$ cat src/rtl/mem_dump_ctrl.sv
// mem_dump_ctrl: walks an inclusive memory range via the consistency port and streams each word as 8N1 UART frames, LSB byte first.
module mem_dump_ctrl #(
  parameter int ADDR_BITS  = 10,
  parameter int WORD_WIDTH = 32
) (
  input  logic                  uart_clk,
  input  logic                  nrst,
  input  logic                  start,
  input  logic                  abort,
  input  logic [ADDR_BITS-1:0]  start_addr,
  input  logic [ADDR_BITS-1:0]  end_addr,
  output logic                  con_rd,
  output logic [ADDR_BITS-1:0]  con_addr,
  input  logic [WORD_WIDTH-1:0] con_out,
  output logic                  tx,
  output logic                  busy,
  output logic                  done,
  output logic                  aborted,
  output logic [ADDR_BITS:0]    words_sent
);
  localparam int NB = WORD_WIDTH / 8;
  localparam int BB = NB > 1 ? $clog2(NB) : 1;
  typedef enum logic [2:0] {IDLE, READ, CAPTURE, SEND, DONE} state_t;
  state_t state_q, state_d;
  logic [ADDR_BITS-1:0]  addr_q, addr_d, end_q, end_d;
  logic [WORD_WIDTH-1:0] shreg_q, shreg_d;
  logic [3:0]            bit_q, bit_d;
  logic [BB-1:0]         byte_q, byte_d;
  logic [ADDR_BITS:0]    words_q, words_d;
  logic                  aborted_q, aborted_d, pend_q, pend_d, tx_q, tx_d, last;
  logic [7:0]            cur_byte;
  logic [2:0]            bsel;
  assign last       = byte_q == BB'(NB - 1);
  assign con_rd     = state_q == READ;
  assign con_addr   = addr_q;
  assign busy       = state_q == READ || state_q == CAPTURE || state_q == SEND;
  assign done       = state_q == DONE;
  assign aborted    = aborted_q;
  assign words_sent = words_q;
  assign tx         = tx_q;
  always_comb begin
    state_d   = state_q;
    addr_d    = addr_q;
    end_d     = end_q;
    shreg_d   = shreg_q;
    bit_d     = bit_q;
    byte_d    = byte_q;
    words_d   = words_q;
    aborted_d = aborted_q;
    pend_d    = pend_q;
    case (state_q)
      IDLE: if (start) begin
        state_d   = READ;
        addr_d    = start_addr;
        end_d     = end_addr;
        words_d   = '0;
        aborted_d = 1'b0;
        pend_d    = 1'b0;
      end
      READ: begin
        state_d   = abort ? DONE : CAPTURE;
        aborted_d = aborted_q | abort;
      end
      CAPTURE: if (abort) begin
        state_d   = DONE;
        aborted_d = 1'b1;
      end else begin
        state_d = SEND;
        shreg_d = con_out;
        bit_d   = '0;
        byte_d  = '0;
      end
      SEND: begin
        pend_d = pend_q | abort;
        if (bit_q != 4'd9) bit_d = bit_q + 4'd1;
        else begin
          bit_d = '0;
          if (last) words_d = words_q + (ADDR_BITS+1)'(1);
          // an abort lets the frame on the wire finish, then stops at its stop bit
          if (pend_d) begin
            state_d   = DONE;
            aborted_d = 1'b1;
          end else if (last) begin
            state_d = addr_q == end_q ? DONE : READ;
            addr_d  = addr_q == end_q ? addr_q : addr_q + ADDR_BITS'(1);
          end else begin
            byte_d  = byte_q + BB'(1);
            shreg_d = shreg_q >> 8;
          end
        end
      end
      DONE:    state_d = IDLE;
      default: state_d = IDLE;
    endcase
  end
  // tx is registered from the next-cycle frame position so it never glitches from inputs
  assign cur_byte = shreg_d[7:0];
  assign bsel     = 3'(bit_d - 4'd1);
  assign tx_d     = state_d != SEND ? 1'b1 : bit_d == 4'd0 ? 1'b0 : bit_d == 4'd9 ? 1'b1 : cur_byte[bsel];
  always_ff @(posedge uart_clk) begin
    if (!nrst) begin
      state_q   <= IDLE;
      addr_q    <= '0;
      end_q     <= '0;
      shreg_q   <= '0;
      bit_q     <= '0;
      byte_q    <= '0;
      words_q   <= '0;
      aborted_q <= 1'b0;
      pend_q    <= 1'b0;
      tx_q      <= 1'b1;
    end else begin
      state_q   <= state_d;
      addr_q    <= addr_d;
      end_q     <= end_d;
      shreg_q   <= shreg_d;
      bit_q     <= bit_d;
      byte_q    <= byte_d;
      words_q   <= words_d;
      aborted_q <= aborted_d;
      pend_q    <= pend_d;
      tx_q      <= tx_d;
    end
  end
endmodule

$ cat config.mk
export PLATFORM = sky130hd
export DESIGN_NAME = mem_dump_ctrl
export DESIGN_NICKNAME = d
export VERILOG_FILES = /design/src/rtl/mem_dump_ctrl.sv
export SDC_FILE = /design/constraint.sdc
export NUM_CORES = 1
export LEC_CHECK = 0
export CAP_MARGIN = 20
export CORE_UTILIZATION = 51
export CTS_CLUSTER_DIAMETER = 200
export DETAILED_ROUTE_END_ITERATION = 10
export DONT_BUFFER_PORTS = 1
export PLACE_DENSITY = 0.66
export SLEW_MARGIN = 20
export SYNTH_ARGS = -nofsm -noshare
export SYNTH_HDL_FRONTEND = slang
export SYNTH_SLANG_ARGS = --single-unit
$ cat constraint.sdc
create_clock -name uart_clk -period 2.8 [get_ports uart_clk]
set_input_delay 0.42 -clock uart_clk [delete_from_list [all_inputs] [get_ports uart_clk]]
set_output_delay 0.42 -clock uart_clk [all_outputs]
set_load 0.02 [all_outputs]
==> impl_results.md, run 1 <==
* Status: finished, final reports clean
* Post-Syn Instances at 430
* Netlist Area Pre-Place at 3814 um2
* Crit-path slowest cell: dfxtp_1
* Register area share after synthesis at 0.3937
* DR pass1 iterations at 6
* TritonCTS clock tree: built
* Post-synth EDFFs at 0
* Share of cells above drive strength 1 at 0.09790
* Critical path launch point: state_q[1]
* Top-area cell type share of the netlist area at 0.3937
* Rel. slew slack at 0.3701
* Yosys warnings at 0
* Starting DRT DRC Count at 181
* Total global routing overflow at 0
* Peak fanout along the critical path at 17
* RSZ-0062 raised after global routing: false
* Hold_sp: end_addr[4]
* Area contributors post-synth: dfxtp_1 39%, nor2b_1 5.9%, a222oi_1 4.7%
* Fillers at 670
* Synth cell types at 55
* Clock buffer depth at 2
* Seq cells post-synth at 75
* Post-route ant nets at 0
* Max Slew Vio Count at 0
* Commonest cells after routing, fill and taps aside: 75 x dfxtp_1, 40 x nand2_1, 37 x nor2_1
* Startpoint types: register
* Initial Utilization at 0.5258
* Largest family of logic cells by synthesized area: simple AND/OR/NAND/NOR gates
* Die W at 88.48 um
* Final HPWL DP at 5962 um
* Clock transition at path regs at 0.09 ns
* Worst r2r path cells at 8
* Routed wire length on met2 at 3976 um
* Setup TNS at 0 ns
* CTS Buf Count at 9
* Worst-path cell chain: nor2b_1, o21ai_1, a21o_1, ha_1, mux2_2, a21o_1, nand4_1, o211ai_1
* CP max stage delay at 0.60 ns
* CP most frequent cell: a21o_1
* Post-Synth Adder-Cell Area at 0.02297
* Crit. End Element: register
* Die ar. at 7828 um2
* Gpl congestion at 0.8305
* Vias in the first global route at 2,915
* Initial antenna violation count at 0
* Die height at 88.48 um
* Syn nets at 493
* Crit path arrival time at 2.68 ns
* Vias after detailed routing at 3,081
* Final instance area at 4126 um2
* DR top layer: met4
* Multi-input logic area at 2160 um2
* Max Fclk at 0.4047 GHz
* DRC violations left at 0
* DRT met1 WL at 4136 um
* Wire length of the first global-routing pass at 13,990 um
* Asr flop ratio synth at 0
* Area growth, synth to finish at 8.202%
* Routed len/inst at 16.57 um
* Std cell rows at 31
* Root Buffer: clkbuf_8
* Vias/cell at 5.835
* Hold Crit Class: in2reg
* RR Startpoint: state_q[1]
* Compound-gate portion of the synthesized area at 0.2034
* Max IR drop VDD at 0.3920 mV
* Critical Path RT at 3.01 ns
* Fin crit share at 0.8826
* Dominant synthesized flop cell: dfxtp_1
* Sink Count at 75
* Final net count at 487
* Number of inserted diodes at 0
* Avg Inst Size Synth at 8.869 um2
* Hold violation count in the final report at 0
* Metal3 WL at 527 um
* Commonest non-fill, non-tap cell in the layout: dfxtp_1
* Proportion of synthesized area in mux cells at 0.01870
* Clock skew at 0.009984 ns
* Sequential cell area at 1501 um2
* Worst-margin pin slew at 0.9449 ns
* Setup Viol. Count Final at 0
* Hold Crit Depth at 2
* Pwr dens at 583.5 nW/um2
* # port buffers at 0
* Max-Cap Viols at 0
* CTS H-Tree Depth at 3
* Latest clock arrival within the worst-skew pair at 0.35 ns
* DRT Wirelength at 8749 um
* Final critical-path required period at 2.471 ns
* Post-synthesis xor/xnor area fraction at 0.05052
* WS Path Type: reg2reg
* Post-Synth Simple-Gate Area at 0.2687
* P_leak at 0.001560 uW
* Yosys top cell by area: dfxtp_1
* Core ar. at 7253 um2
* IO Pins at 82
* Largest net degree at the start of global routing at 62
* All-Layer GR Usage at 0.2291
* Placed Area at 3896 um2
## stage by stage
stage               hold WS, ns  worst slack, ns  power [uW]  utilization  instances
finish                   0.2048           0.3288        2408       0.5689        528
global route             0.1861           0.1342        2508       0.5689        528
global placement         0.4609           0.4138        1462       0.5372        512
detailed placement       0.4675           0.3007        1469       0.5372        512
CTS                      0.1750           0.2540        2430       0.5687        528
floorplan                0.4551           0.4060        1415            -        430
## worst paths after layout
kind | slack [ns] | to
max | 0.33 | tx
min | 0.20 | end_q[4]
max reg2reg | 0.33 | tx
min reg2reg | 0.48 | end_q[5]
## registers in the layout (all words and copies together) (netlist names)
name / count
words_sent: 11
tx: 1
shreg_q: 32
pend_q: 1
aborted: 1
state_q: 3
byte_q: 2
end_q: 10
bit_q: 4
con_addr: 10
## power by group
group	switching (uW)	internal [uW]
Clock	447	518
Combinational	164	119
Sequential	51.3	1110
## synthesized netlist by cell type, drive strengths merged (7+ instances only)
library cell and number:
dfxtp 75, nand2 40, nor2 40, nor2b 36, buf 19, a222oi 18
xor2 18, a21boi 17, a22oi 16, a21oi 14, clkbuf 11, and3 10
o21ai 10, nand3 8, ha 7, nand4 7
## per-layer routing
metal,vias to the layer above,global-route usage
met5,-,0
li1,1546,-
met2,83,0.3545
met3,10,0.06157
met1,1442,0.3123
met4,0,0.07038
## cell type report
cell class,instances,area share
clock inverters,7,0.02547
well taps,99,0.03002
repair buffers,13,0.02365
multi-input cells,321,0.5233
inverters,4,0.003639
clock buffers,9,0.03002
flip-flops and latches,75,0.3639
## worst max-delay path: cells and delay by family, from the launching register on
kind | cells | cell delay (ns)
AND/OR/NAND/NOR | 2 | 0.30
multiplexers | 1 | 0.35
adder cells (fa/ha/maj) | 1 | 0.38
AO/OA/AOI/OAI | 4 | 0.72
flip-flops | 1 | 0.60
## cells by family (layout without fill, tap and decap cells)
logic type,after synthesis,in the layout
adders and majority gates,7,7
and+or+nand+nor,183,183
muxes,7,7
buffers and inverters,34,33
AOI/OAI and AO/OA,102,102
DFF,75,75
xor gates and xnor gates,22,22
## timing repair
item / 4_1_cts / 5_1_grt
gates resized for setup: 0 / 1
endpoints found under the setup margin: 0 / 1
hold buffers: 0 / 0
setup buffers: 0 / 0
Power figures use the tool's default switching activity.
==> run 2: changes to the inputs <==
--- a/config.mk
+++ b/config.mk
@@ -10,7 +10,9 @@
 export CTS_CLUSTER_DIAMETER = 200
 export DETAILED_ROUTE_END_ITERATION = 10
 export DONT_BUFFER_PORTS = 1
+export MAX_ROUTING_LAYER = met4
 export PLACE_DENSITY = 0.66
+export SETUP_SLACK_MARGIN = 0.2
 export SLEW_MARGIN = 20
 export SYNTH_ARGS = -nofsm -noshare
 export SYNTH_HDL_FRONTEND = slang
==> run 2 against run 1 <==
Compared with the run above:
- non-clock buffer count rose by 1
- combinational power barely moved
- sequential cell count unchanged
- via count grew 0.55%
- routed wire length grew 0.13%
- sequential power is essentially flat
- design area grew 0.33%
- fmax grew 2.5%
- first-iteration DRC count down 4.4%
- largest cell class unchanged
==> impl_results.md, run 2 (synthesis gave the netlist of run 1 again) <==
* Status: finished, final reports clean
* Largest Register: shreg_q
* Hold Crit Class: in2reg
* Die height at 88.48 um (unchanged)
* Vias after detailed routing at 3,098 (+0.55%)
* Die ar. at 7828 um2 (unchanged)
* Setup TNS at 0 ns (unchanged)
* Gpl congestion at 0.8431 (+1.5%)
* Core ar. at 7253 um2 (unchanged)
* Setup Viol. Count Final at 0 (unchanged)
* Final critical-path required period at 2.412 ns (-0.05935 ns)
* Commonest non-fill, non-tap cell in the layout: dfxtp_1
* Post-route ant nets at 0 (unchanged)
* RSZ-0062 raised after global routing: false
* All-Layer GR Usage at 0.2369 (+0.007796)
* Wire length of the first global-routing pass at 14,010 um (+0.14%)
* Hold_sp: end_addr[4]
* Crit. End Element: register
* R2R Path End: tx
* Peak fanout along the critical path at 11 (-6)
* Vias/cell at 5.856 (+0.36%)
* DRC violations left at 0 (unchanged)
* Area growth, synth to finish at 8.563%
* IO Pins at 82 (unchanged)
* DRT Wirelength at 8760 um (+0.13%)
* Rel. slew slack at 0.3717 (+0.001599)
* Routed len/inst at 16.56 um (about the same)
* Startpoint types: register
* Latest clock arrival within the worst-skew pair at 0.35 ns (about the same)
* CTS H-Tree Depth at 3 (unchanged)
* # port buffers at 0 (unchanged)
* WS Path Type: reg2reg
* Max Fclk at 0.4146 GHz (+2.5%)
* Sink Count at 75 (unchanged)
* Hold_ws at 0.2034 ns (-0.001429 ns)
* Share of cells above drive strength 1 at 0.1047 (+0.006749)
* Number of inserted diodes at 0 (unchanged)
* Max IR drop VDD at 0.3920 mV (about the same)
* Total global routing overflow at 0 (unchanged)
* Fin crit share at 0.8614 (-0.02120)
* Final HPWL DP at 5962 um (unchanged)
* Final net count at 488 (+0.21%)
* TritonCTS clock tree: built
* Root Buffer: clkbuf_8
* Hold Crit Depth at 2 (unchanged)
* Starting DRT DRC Count at 173 (-4.4%)
* Max reg flops at 32 (unchanged)
* CTS Buf Count at 9 (unchanged)
* Clock skew at 0.01146 ns (+0.001474 ns)
* Vias in the first global route at 2,903 (-0.41%)
* Cell count after placement at 512 (unchanged)
* Initial Utilization at 0.5258 (unchanged)
* Clock transition at path regs at 0.09 ns (about the same)
* Std cell rows at 31 (unchanged)
* Pwr dens at 581.7 nW/um2 (-0.31%)
* Initial antenna violation count at 0 (unchanged)
* Max-Cap Viols at 0 (unchanged)
* DR pass1 iterations at 5 (-1)
* Largest net degree at the start of global routing at 62 (unchanged)
* Worst-margin pin slew at 0.9425 ns (-0.002399 ns)
* Critical Path RT at 3.01 ns (about the same)
* Max Slew Vio Count at 0 (unchanged)
* Hold violation count in the final report at 0 (unchanged)
* RR Startpoint: bit_q[0]
* Commonest cells after routing, fill and taps aside: 74 x dfxtp_1, 40 x nand2_1, 37 x nor2_1
* Clock buffer depth at 2 (unchanged)
* R2r setup slk at 0.39 ns (+0.06 ns)
* Worst Hold Path EP: end_q[4]
* Die W at 88.48 um (unchanged)
* P_leak at 0.001568 uW (+0.46%)
* Crit path arrival time at 2.62 ns (-0.06 ns)
* Fin cells at 529 (+0.19%)
* Worst r2r path cells at 9 (+1)
==> run 2: changes by cell type in the layout (fill, tap and decap cells not counted), sizes merged <==
cell	previous run	this run
buf	13	14
==> run 2: what timing repair did <==
action	CTS	global route
setup buffers	0	1
setup endpoints to repair	0	9
hold buffers	0	0
gates resized for setup	0	3
==> run 2: per-stage QoR <==
stage	power (uW)	instance area, um2	util	worst slack, ns
floorplan	1415	3814	-	0.4060
global placement	1462	3896	0.5372	0.4138
global route	2510	4140	0.5708	0.2098
finish	2408	4140	0.5708	0.3882
CTS	2430	4125	0.5687	0.2540
detailed placement	1469	3896	0.5372	0.3007
==> run 2: critical path, stage by stage (launching register included) <==
cell and delay, ns:
dfxtp_1 0.42, ha_1 0.20, and3b_2 0.31, nor3_2 0.06, a21o_1 0.22, ha_1 0.38
mux2_2 0.35, a21o_1 0.17, nand4_1 0.08, o211ai_1 0.09
==> run 2: how the worst max path moves through the flow <==
stage,startpoint,to,slack (ns)
after floorplan,state_q[1],tx,0.41
after global placement,bit_q[0],tx,0.41
after detailed placement,bit_q[0],tx,0.30
after CTS,bit_q[0],tx,0.25
after global routing,bit_q[0],tx,0.21
final,bit_q[0],tx,0.39
==> run 2: layout make-up <==
type	count	area, um2
tap	99	123.9
multi-input combinational	321	2165
timing repair buffer	14	105.1
sequential	75	1503
clock buffer	9	123.9
inverter	4	15.01
clock inverter	7	105.1
fill	671	3113
==> run 2: routing by layer <==
layer / global-route usage / up-vias / wire length [um]
li1: - / 1544 / -
met1: 0.3187 / 1454 / 4193
met2: 0.3531 / 90 / 3929
met3: 0.05597 / 10 / 503
met4: 0.07038 / 0 / 132
met5: - / - / 0
==> run 2: where the power goes <==
group / total [uW] / internal (uW) / switching, uW
Combinational: 283 / 119 / 164
Clock: 965 / 518 / 447
Sequential: 1160 / 1110 / 51.5
Total: 2410 / 1750 / 663
